### config.mk
export PLATFORM = sky130hd
export DESIGN_NAME = seq_detector_param_moore
export DESIGN_NICKNAME = d
export VERILOG_FILES = /design/src/rtl/seqdet_pkg.sv /design/src/rtl/sat_counter.sv /design/src/rtl/seq_detector_param_moore.sv
export SDC_FILE = /design/constraint.sdc
export NUM_CORES = 1
export LEC_CHECK = 0
export BUFFER_PORTS_ARGS = -buffer_cell sky130_fd_sc_hd__buf_2
export CAP_MARGIN = 20
export CORE_UTILIZATION = 35
export DETAILED_ROUTE_END_ITERATION = 7
export GPL_TIMING_DRIVEN = 0
export SLEW_MARGIN = 20
export SYNTH_ARGS = -nofsm -noshare
export SYNTH_HDL_FRONTEND = slang
export SYNTH_HIERARCHICAL = 1
export SYNTH_SLANG_ARGS = --single-unit
### constraint.sdc
create_clock -name clk -period 2.3 [get_ports clk]
set_input_delay 0.115 -clock clk [delete_from_list [all_inputs] [get_ports clk]]
set_output_delay 0.115 -clock clk [all_outputs]
set_load 0.1 [all_outputs]
### src/rtl/seqdet_pkg.sv
// Shared defaults and helpers for the programmable serial pattern detector.
// Reset defaults reproduce the legacy overlapping "1001" detector.
package seqdet_pkg;

    localparam logic [3:0]  SEQDET_DEF_PATTERN = 4'b1001;
    localparam int unsigned SEQDET_DEF_LEN     = 4;
    localparam logic        SEQDET_DEF_OVERLAP = 1'b1;

    // Length 0 is treated as 1; anything above the hardware limit is capped.
    function automatic int unsigned clamp_len(input int unsigned len, input int unsigned max_len);
        int unsigned res;
        if (len == 0)
            res = 1;
        else if (len > max_len)
            res = max_len;
        else
            res = len;
        return res;
    endfunction

endpackage

### src/rtl/sat_counter.sv
// Saturating up-counter with synchronous clear; holds at all-ones instead of wrapping.
module sat_counter #(
    parameter int unsigned W = 8
) (
    input  logic         clk,
    input  logic         rst_n,
    input  logic         i_en,
    input  logic         i_clr,
    output logic [W-1:0] o_cnt
);

    logic [W-1:0] r_cnt;

    always_ff @(posedge clk or negedge rst_n) begin
        if (!rst_n)
            r_cnt <= '0;
        else if (i_clr)
            r_cnt <= '0;
        else if (i_en && (r_cnt != '1))
            r_cnt <= r_cnt + W'(1);
    end

    assign o_cnt = r_cnt;

endmodule

### src/rtl/seq_detector_param_moore.sv
// Programmable serial pattern detector, Moore output, overlap/non-overlap modes.
// Optional saturating match counter built when SEQDET_MATCH_CNT_EN is defined.
module seq_detector_param_moore
    import seqdet_pkg::*;
#(
    parameter  int unsigned MAX_LEN = 8,
    parameter  int unsigned CNT_W   = 8,
    localparam int unsigned LEN_W   = $clog2(MAX_LEN + 1)
) (
    input  logic               clk,
    input  logic               rst_n,
    input  logic               i_cfg_load,
    input  logic [MAX_LEN-1:0] i_cfg_pattern,
    input  logic [LEN_W-1:0]   i_cfg_len,
    input  logic               i_cfg_overlap,
    input  logic               i_in_valid,
    input  logic               i_x,
    output logic               o_match
`ifdef SEQDET_MATCH_CNT_EN
    ,
    output logic [CNT_W-1:0]   o_match_cnt
`endif
);

    if (MAX_LEN < 2 || MAX_LEN > 32) begin : g_bad_max_len
        $error("seq_detector_param_moore: MAX_LEN must be 2..32");
    end
    if (CNT_W < 1 || CNT_W > 32) begin : g_bad_cnt_w
        $error("seq_detector_param_moore: CNT_W must be 1..32");
    end

    logic [MAX_LEN-1:0] r_pattern;
    logic [LEN_W-1:0]   r_len;
    logic               r_overlap;
    logic [MAX_LEN-1:0] r_hist;
    logic [LEN_W-1:0]   r_fill;
    logic               r_match;

    logic [MAX_LEN-1:0] w_pattern_n;
    logic [LEN_W-1:0]   w_len_n;
    logic               w_overlap_n;
    logic [MAX_LEN-1:0] w_hist_n;
    logic [LEN_W-1:0]   w_fill_n;
    logic               w_match_n;

    logic               w_accept;
    logic [MAX_LEN-1:0] w_shift_hist;
    logic [LEN_W-1:0]   w_shift_fill;
    logic [MAX_LEN-1:0] w_mask;
    logic               w_hit;

    assign w_accept = i_in_valid && !i_cfg_load;

    // Compare only the youngest r_len bits, and only once that many are valid.
    always_comb begin
        w_shift_hist = {r_hist[MAX_LEN-2:0], i_x};
        w_shift_fill = (r_fill < r_len) ? r_fill + LEN_W'(1) : r_len;
        w_mask       = '0;
        for (int i = 0; i < MAX_LEN; i++)
            w_mask[i] = (LEN_W'(i) < r_len);
        w_hit = (w_shift_fill == r_len) && (((w_shift_hist ^ r_pattern) & w_mask) == '0);
    end

    always_comb begin
        w_pattern_n = r_pattern;
        w_len_n     = r_len;
        w_overlap_n = r_overlap;
        w_hist_n    = r_hist;
        w_fill_n    = r_fill;
        w_match_n   = r_match;
        if (i_cfg_load) begin
            w_pattern_n = i_cfg_pattern;
            w_len_n     = LEN_W'(clamp_len(32'(i_cfg_len), MAX_LEN));
            w_overlap_n = i_cfg_overlap;
            w_hist_n    = '0;
            w_fill_n    = '0;
            w_match_n   = 1'b0;
        end else if (w_accept) begin
            w_hist_n  = w_shift_hist;
            w_match_n = w_hit;
            // Non-overlap keeps hist but restarts the fill count, so old bits can never complete a match.
            w_fill_n  = (w_hit && !r_overlap) ? '0 : w_shift_fill;
        end
    end

    always_ff @(posedge clk or negedge rst_n) begin
        if (!rst_n) begin
            r_pattern <= MAX_LEN'(SEQDET_DEF_PATTERN);
            r_len     <= LEN_W'(SEQDET_DEF_LEN);
            r_overlap <= SEQDET_DEF_OVERLAP;
            r_hist    <= '0;
            r_fill    <= '0;
            r_match   <= 1'b0;
        end else begin
            r_pattern <= w_pattern_n;
            r_len     <= w_len_n;
            r_overlap <= w_overlap_n;
            r_hist    <= w_hist_n;
            r_fill    <= w_fill_n;
            r_match   <= w_match_n;
        end
    end

    always_comb begin
        o_match = r_match;
    end

`ifdef SEQDET_MATCH_CNT_EN
    logic w_cnt_en;

    assign w_cnt_en = w_accept && w_hit;

    sat_counter #(
        .W (CNT_W)
    ) u_match_cnt (
        .clk   (clk),
        .rst_n (rst_n),
        .i_en  (w_cnt_en),
        .i_clr (i_cfg_load),
        .o_cnt (o_match_cnt)
    );
`endif

endmodule

# == Word-level counts from Yosys, hierarchy flattened ==
# Index checks and enable logic that the tools add are counted.
# word_totals
regBits,25
elab_cells,38
in_bits,18
out_inout_bits,1
# op_classes
mux,10
n_eq_ne,1
n_bitwise,2
magnitude_cmp,10
n_reduce_logical,8
addsub,1
# op_table
operator,count
4-bit two-way mux,6
3-bit by 4-bit < comparator with 1-bit output (first input constant),4
7-bit two-way mux,2
8-bit AND,1
8-bit logical NOT,1
1-bit by 4-bit < comparator with 1-bit output (first input constant),2
2-bit by 4-bit < comparator with 1-bit output (first input constant),2
8-bit XOR,1
4-bit by 1-bit adder with 4-bit output (second input constant),1
4-bit == test,1
4-bit > comparator (second input constant),1
4-bit logical NOT,1
4-bit < comparator,1
1-bit logical AND,3
1-bit logical NOT,2
1-bit two-way mux,2
2-bit nonzero test,1

# == Logic depth before layout (Yosys ltp) ==
# Gate-level depths: netlist of the first run.
# logic_depth
ltp_word,8
mapped_depth,7
ltp_nobuf,7

# == Least setup slack after synthesis of the first run ==
# OpenSTA, ideal clock, no wires.
# synth_timing
path_kind,reg-to-reg
start,reg r_len[2]
end,reg r_fill[0]
arrival_ns,2.011
required_time_ns,2.197
setup_ns,0.103
stages_incl_launch_ff,8
period_less_slack_ns,2.115
path_slack_ns,0.185
path_buffers,0
path_cell_list,dfstp_2 inv_1 ha_1 or2_2 a21oi_1 or2_4 a2111oi_4 o41ai_2
# synth_via
elab_chain_cells,8
elab_cells_between_ends,18
cone_classes,order compare (9); eq/ne (1); mux (4); bitwise (1); reduce/logical (3)
# synth_lines
item,line_no,text
"start, declared",seq_detector_param_moore.sv:33,logic [LEN_W-1:0] r_len;
"start signal, assigned",seq_detector_param_moore.sv:89,r_len <= LEN_W'(SEQDET_DEF_LEN);
"start signal, assigned",seq_detector_param_moore.sv:96,r_len <= w_len_n;
"4-bit < comparator, or another cell as far along",seq_detector_param_moore.sv:57,w_shift_fill = (r_fill < r_len) ? r_fill + LEN_W'(1) : r_len;
4-bit two-way mux / 8-bit AND (equally long branches),"seq_detector_param_moore.sv:57, seq_detector_param_moore.sv:61",
4-bit == test / 8-bit logical NOT (equally long branches),seq_detector_param_moore.sv:61,w_hit = (w_shift_fill == r_len) && (((w_shift_hist ^ r_pattern) & w_mask) == '0);
1-bit logical AND,seq_detector_param_moore.sv:61,
1-bit logical AND,seq_detector_param_moore.sv:82,w_fill_n = (w_hit && !r_overlap) ? '0 : w_shift_fill;
4-bit two-way mux *,seq_detector_param_moore.sv:82,
4-bit two-way mux *,seq_detector_param_moore.sv:78,end else if (w_accept) begin
4-bit two-way mux *,seq_detector_param_moore.sv:71,if (i_cfg_load) begin
"end signal, assigned",seq_detector_param_moore.sv:99,r_fill <= w_fill_n;
"end, declared",seq_detector_param_moore.sv:36,logic [LEN_W-1:0] r_fill;
# Mark *: on every way between the ends. The rest lies on a longest branch, timed or not. The select of a mux whose other input is x is not followed.
# A chain may end at the register's enable or synchronous reset.

# == Worst setup path in the final report of the first run ==
# Same ends and word-level chain as after synthesis.

==> results of run 1 <==
power by group through the flow:
stage                     registers, mW  logic (mW)  clock network [mW]
after floorplan                   0.561       0.366                   0
after global placement            0.570       0.447                   0
after detailed placement          0.574       0.457                   0
after CTS                         0.565       0.469               0.263
after global routing              0.574       0.529               0.282
final                             0.564       0.485               0.251
synthesized netlist by cell type:
cell type	n
dfrtp_1	21
xnor2_1	13
nor2_1	11
o21ai_0	11
mux2_2	9
mux2i_1	7
nand2_1	7
a21oi_1	4
dfstp_2	4
ha_1	4
inv_1	4
nand2b_1	3
a2111oi_4	2
buf_1	2
clkbuf_1	2
nand3_1	2
a2111oi_0	1
a211o_1	1
a211oi_1	1
a21o_1	1
a2bb2oi_1	1
a311o_1	1
a31oi_1	1
a41oi_1	1
nand2b_2	1
nand3b_1	1
nand4_1	1
nor2b_1	1
nor3_1	1
nor4_1	1
o22a_1	1
o22ai_1	1
o31ai_1	1
o32ai_1	1
o41ai_2	1
or2_2	1
or2_4	1
or3b_2	1
xor2_1	1
worst max path at each step:
stage                         start                     to  slack, ns  cells past startpoint
6_report       r_len[2]$_DFFE_PN1P_  r_fill[0]$_DFFE_PN0P_       0.14                      7
5_1_grt        r_len[2]$_DFFE_PN1P_  r_fill[1]$_DFFE_PN0P_       0.03                      7
4_1_cts        r_len[2]$_DFFE_PN1P_  r_fill[0]$_DFFE_PN0P_        0.1                      7
3_5_place_dp   r_len[2]$_DFFE_PN1P_  r_fill[0]$_DFFE_PN0P_     -0.009                      7
3_3_place_gp   r_len[2]$_DFFE_PN1P_  r_fill[0]$_DFFE_PN0P_       0.03                      7
2_1_floorplan  r_len[2]$_DFFE_PN1P_  r_fill[0]$_DFFE_PN0P_       0.19                      7
through the flow:
step	cell area (µm²)	setup WS (ns)
after floorplan	1410	0.185
after global placement	1550	0.0280
after detailed placement	1550	-0.00921
after CTS	1610	0.0964
after global routing	1620	0.0341
final	1620	0.144
repair_timing:
item                                    in CTS  in global routing
resized for setup                            1                  1
hold endpoints to repair                    21                  0
endpoints found under the setup margin       2                  2
buffers inserted                             0                  0
hold buffers                                 1                  0
placed cells by master (no fill, tap or decap), drive strengths merged:
master	count
a21o	1
nor3	1
xor2	1
nand2b	4
o22ai	1
clkbuf	6
mux2	9
o31ai	1
a41oi	1
o21ai	11
a2111oi	3
inv	4
o22a	1
dlygate4sd3	1
nor2	11
a311o	1
ha	4
mux2i	7
nor2b	1
nor4	1
a2bb2oi	1
o32ai	1
buf	19
dfrtp	21
a21oi	4
or2	2
xnor2	13
a31oi	1
dfstp	4
o41ai	1
nand2	7
nand3b	1
or3b	1
a211o	1
a211oi	1
nand4	1
nand3	2
critical path, cell delays in order (launching register included):
cell	delay (ns)
dfstp_2	0.56
inv_1	0.10
ha_1	0.29
or2_2	0.30
a21oi_4	0.22
or2_4	0.19
a2111oi_4	0.09
o41ai_2	0.32
state kept, by name, indices dropped and copies added (netlist names):
register / count
r_hist: 7
r_pattern: 8
r_len: 4
r_fill: 4
r_overlap: 1
o_match: 1
cell families (layout without fill, tap and decap cells):
logic type	count (synthesis)	in the layout	share of synthesized area, %
AND/OR/NAND/NOR	32	32	11.4
multiplexers	16	16	12.2
AO/OA/AOI/OAI	30	30	17.3
flip-flops	25	25	44.8
buffers and inverters	8	30	2.13
XOR/XNOR	14	14	8.70
adder cells (fa/ha/maj)	4	4	3.55
per-layer routing:
| layer | vias to the layer above | wire length (µm) | track usage, % |
|---|---|---|---|
| li1 | 509 | - | - |
| met1 | 504 | 1360 | 19.0 |
| met2 | 13 | 1350 | 25.1 |
| met3 | 5 | 64 | 2.60 |
| met4 | 0 | 33 | 4.08 |
| met5 | - | 0 | 0 |
cell type report:
class	instances	area share (%)
Multi-Input combinational cell	96	46.9
Sequential cell	25	38.9
Timing Repair Buffer	18	5.87
Tap cell	48	3.71
Clock buffer	4	2.78
Buffer	4	0.927
Inverter	4	0.927
==> flow_summary.toml, run 1 <==
[sta]
maxSlewViolCount = 0
setup_tns_ns = 0
skew_ns = 0.00159
setup_viol = 0
slew_headroom_pct = 57.4
worst_slew_pin_slew_ns = 0.639
rsz0062_at_grt = "no"
fmax_ghz = 0.464
fin_hold_ws_ns = 0.0710
hold_viol = 0
min_period_over_period_pct = 93.7
layout_min_cycle_time_ns = 2.16

[power_and_ir_drop]
power.share.clock_pct = 19.3
power_density_nw_per_um2 = 803
power_frac_seq_pct = 43.4
comb_power_share_pct = 37.3
p_sw_share_pct = 34.1
design_power_total_mw = 1.30
p_sw_uw = 444
power_leakage_nw = 0.678
p_int_uw = 857
peakVddDrop_mv = 0.327

[clock_tree]
cts_max_level = 1
cts_buffer_depth = 2
clock_latency_ns = 0.26
cts_tree = "built"
cts_root_buffer = "clkbuf_8"
numCtsBuffers = 3
path_clk_slew_ns = 0.08
clkSinkCount = 25

[setup_path]
endpoint_kind = "register"
reg2reg_slack_ns = 0.14
r2r-end = "r_fill[0]$_DFFE_PN0P_"
cp_max_fo = 6
cp.arrival_ns = 2.32
crit_required_ns = 2.47
start_kind = "register"
r2r-start = "r_len[2]$_DFFE_PN1P_"
worst-setup-path-type = "register to register"
r2r_cells = 7

[finish]
fin_util_pct = 43.0
area_growth_pct = 15.0
drive_above_1_share_pct = 27.2
n_antenna_cell = 0
fin_cells = 199
num-fill-cells = 355
regArea_um2 = 631
multi_input_comb_area_um2 = 759
final_nets = 174

[floorplan]
die_h_um = 65.4
start_util_pct = 37.4
placementRows = 22
core_area_um2 = 3770
dieWidth_um = 65.4
die_area_um2 = 4280
ios = 19

[placed_design]
port_buffers = 17
numPlacedInstances = 194
gp_congestion = 0.896
dpl.hpwl_um = 2170

[global_routing]
antenna_found_initial = 0
grt_pass1_wl_um = 4760
track_usage_pct = 14.7
grt_overflow = 0
grt_max_degree = 26
grt_pass1_vias = 1039

[routing]
drc = 0
route.detailed.wl_per_inst_um = 14.1
num_vias = 1031
drt_pass1_iterations = 4
wl_um = 2800
ant_nets = 0
vias_per_cell = 5.18
drt_iter0_drc = 60

[hold_path]
min-delay-start = "i_cfg_len[1]"
hold_end = "r_len[1]$_DFFE_PN0P_"
hold_path.class = "input pin to register"
holdPathStages = 3

[run_status]
outcome = "finished, final reports clean"

[logic_synthesis]
ys_seq_area_share_pct = 44.8
netlist_top_cells_area = "dfrtp_1 37%, xnor2_1 8.1%, dfstp_2 7.5%"
syn_area_um2 = 1410
yosys.area.top_type = "dfrtp_1"
ys_types = 39
synth_top_area_share_pct = 37.3
syn_inst = 129
synth.avg_cell_area_um2 = 10.9
synth_fp_nets = 151
ys_ff_latch = 25
yosys_warnings = 6

[flow_run]
max_cap_violations = 0
(Power assumes the default switching activity.)
==> run 2: changes to the inputs <==
- CORE_ASPECT_RATIO: default -> 1.75
==> run 2 against run 1 <==
- fmax shrank 2.3%
- sequential share of layout area is the same
- critical path type unchanged
- setup slack lost 0.051 ns
- critical path depth is the same
- first-iteration DRC count shrank 77%
- highest routed layer unchanged
- register-to-register slack lost 0.05 ns
- sequential cell count is the same
- clock skew grew 0.0015 ns
- count of clock-buffer cells in the layout is the same
- global-route usage grew 1.1 points
==> flow_summary.toml, run 2 (synthesis results as in run 1) <==
[setup_path]
cp_max_fo = 6
start_kind = "register"
r2r_cells = 7
cp.arrival_ns = 2.37
r2r-end = "r_fill[0]$_DFFE_PN0P_"
endpoint_kind = "register"
reg2reg_slack_ns = 0.09
crit_required_ns = 2.47
worst-setup-path-type = "register to register"
r2r-start = "r_len[2]$_DFFE_PN1P_"

[routing]
drt_pass1_iterations = 4
drt_iter0_drc = 14
vias_per_cell = 5.17
num_vias = 1029
route.detailed.wl_per_inst_um = 14.6
ant_nets = 0
wl_um = 2910
drc = 0

[finish]
final_nets = 174
largest_reg_flops = 8
fin_cells = 199
layout_commonest_cell = "dfrtp_1"
regMostFlops = "r_pattern"
reg_top3 = "r_pattern: 8 flops, r_hist: 7 flops"
layout_common_cells = "21 x dfrtp_1, 17 x buf_2, 13 x xnor2_1"
drive_above_1_share_pct = 27.2
n_antenna_cell = 0
area_growth_pct = 15.0
final_cell_area_um2 = 1620
fin_util_pct = 41.9

[hold_path]
hold_end = "r_pattern[4]$_DFFE_PN0P_"
min-delay-start = "i_cfg_pattern[4]"
holdPathStages = 2
hold_path.class = "input pin to register"

[floorplan]
ios = 19
start_util_pct = 36.4
placementRows = 30
die_h_um = 85.9
die_area_um2 = 4290
dieWidth_um = 50.0
core_area_um2 = 3870

[placed_design]
numPlacedInstances = 194
placed_area_um2 = 1550
gp_congestion = 0.843
dpl.hpwl_um = 2290
port_buffers = 17

[power_and_ir_drop]
power_leakage_nw = 0.678
power_density_nw_per_um2 = 803
peakVddDrop_mv = 0.451

[global_routing]
track_usage_pct = 15.9
antenna_found_initial = 0
grt_overflow = 0
grt_pass1_wl_um = 5240
grt_pass1_vias = 1124
grt_max_degree = 26

[clock_tree]
clkSinkCount = 25
path_clk_slew_ns = 0.08
clock_latency_ns = 0.26
cts_max_level = 1
cts_buffer_depth = 2
cts_root_buffer = "clkbuf_8"
numCtsBuffers = 3
cts_tree = "built"
post_cts_buffers = 0

[sta]
min_period_over_period_pct = 96.0
skew_ns = 0.00307
worst_slew_pin_slew_ns = 0.592
setup_tns_ns = 0
hold_viol = 0
maxSlewViolCount = 0
setup_viol = 0
layout_min_cycle_time_ns = 2.21
fin_hold_ws_ns = 0.0804
rsz0062_at_grt = "no"
fmax_ghz = 0.453
slew_headroom_pct = 60.5

[flow_run]
max_cap_violations = 0

[run_status]
outcome = "finished, final reports clean"
[run 2: cell counts in the layout (fill, tap and decap cells not counted)]
No cell type changed its count.
[run 2: layer usage]
metal / global-route usage, % / up-vias / share of wire, %
li1: - / 507 / -
met5: 0 / - / 0
met4: 5.71 / 0 / 1.1
met2: 31.2 / 4 / 60
met1: 17.0 / 516 / 38
met3: 1.06 / 2 / 0.72
[run 2: how the worst max path moves through the flow]
| stage | start | end |
|---|---|---|
| 2_1_floorplan | r_len[2]$_DFFE_PN1P_ | r_fill[0]$_DFFE_PN0P_ |
| 3_3_place_gp | r_len[2]$_DFFE_PN1P_ | r_fill[0]$_DFFE_PN0P_ |
| 3_5_place_dp | r_len[2]$_DFFE_PN1P_ | r_fill[0]$_DFFE_PN0P_ |
| 4_1_cts | r_len[2]$_DFFE_PN1P_ | r_fill[0]$_DFFE_PN0P_ |
| 5_1_grt | r_len[2]$_DFFE_PN1P_ | r_fill[0]$_DFFE_PN0P_ |
| 6_report | r_len[2]$_DFFE_PN1P_ | r_fill[0]$_DFFE_PN0P_ |
[run 2: area by class of cell]
type | instances | area (µm²)
fillers | 379 | 2250
inverters | 4 | 15.0
well taps | 48 | 60.1
repair buffers | 18 | 95.1
flip-flops and latches | 25 | 631
multi-input cells | 96 | 759
clock buffers | 4 | 45.0
plain buffers | 4 | 15.0
[run 2: stage by stage]
| step | power, mW | setup slack, ns |
|---|---|---|
| after floorplan | 0.927 | 0.185 |
| after global placement | 1.03 | -0.0611 |
| after detailed placement | 1.03 | -0.0506 |
| after CTS | 1.30 | 0.0499 |
| after global routing | 1.39 | 0.00682 |
| final | 1.30 | 0.0927 |
[run 2: timing repair]
action                                  CTS  global route
endpoints found under the setup margin    3             4
hold buffers                              1             0
gates resized for setup                   1             1
hold endpoints to repair                 21             0
[run 2: critical path, stage by stage, from the launching register on]
cell and delay [ns]:
dfstp_2 0.58, inv_1 0.11, ha_1 0.30, or2_2 0.30, a21oi_4 0.22, or2_4 0.19, a2111oi_4 0.09, o41ai_2 0.31
[run 2: power breakdown]
group	total [mW]	internal, mW	switching [mW]
combinational	0.483	0.239	0.244
sequential	0.567	0.494	0.0723
clock	0.252	0.124	0.128
total	1.30	0.857	0.445
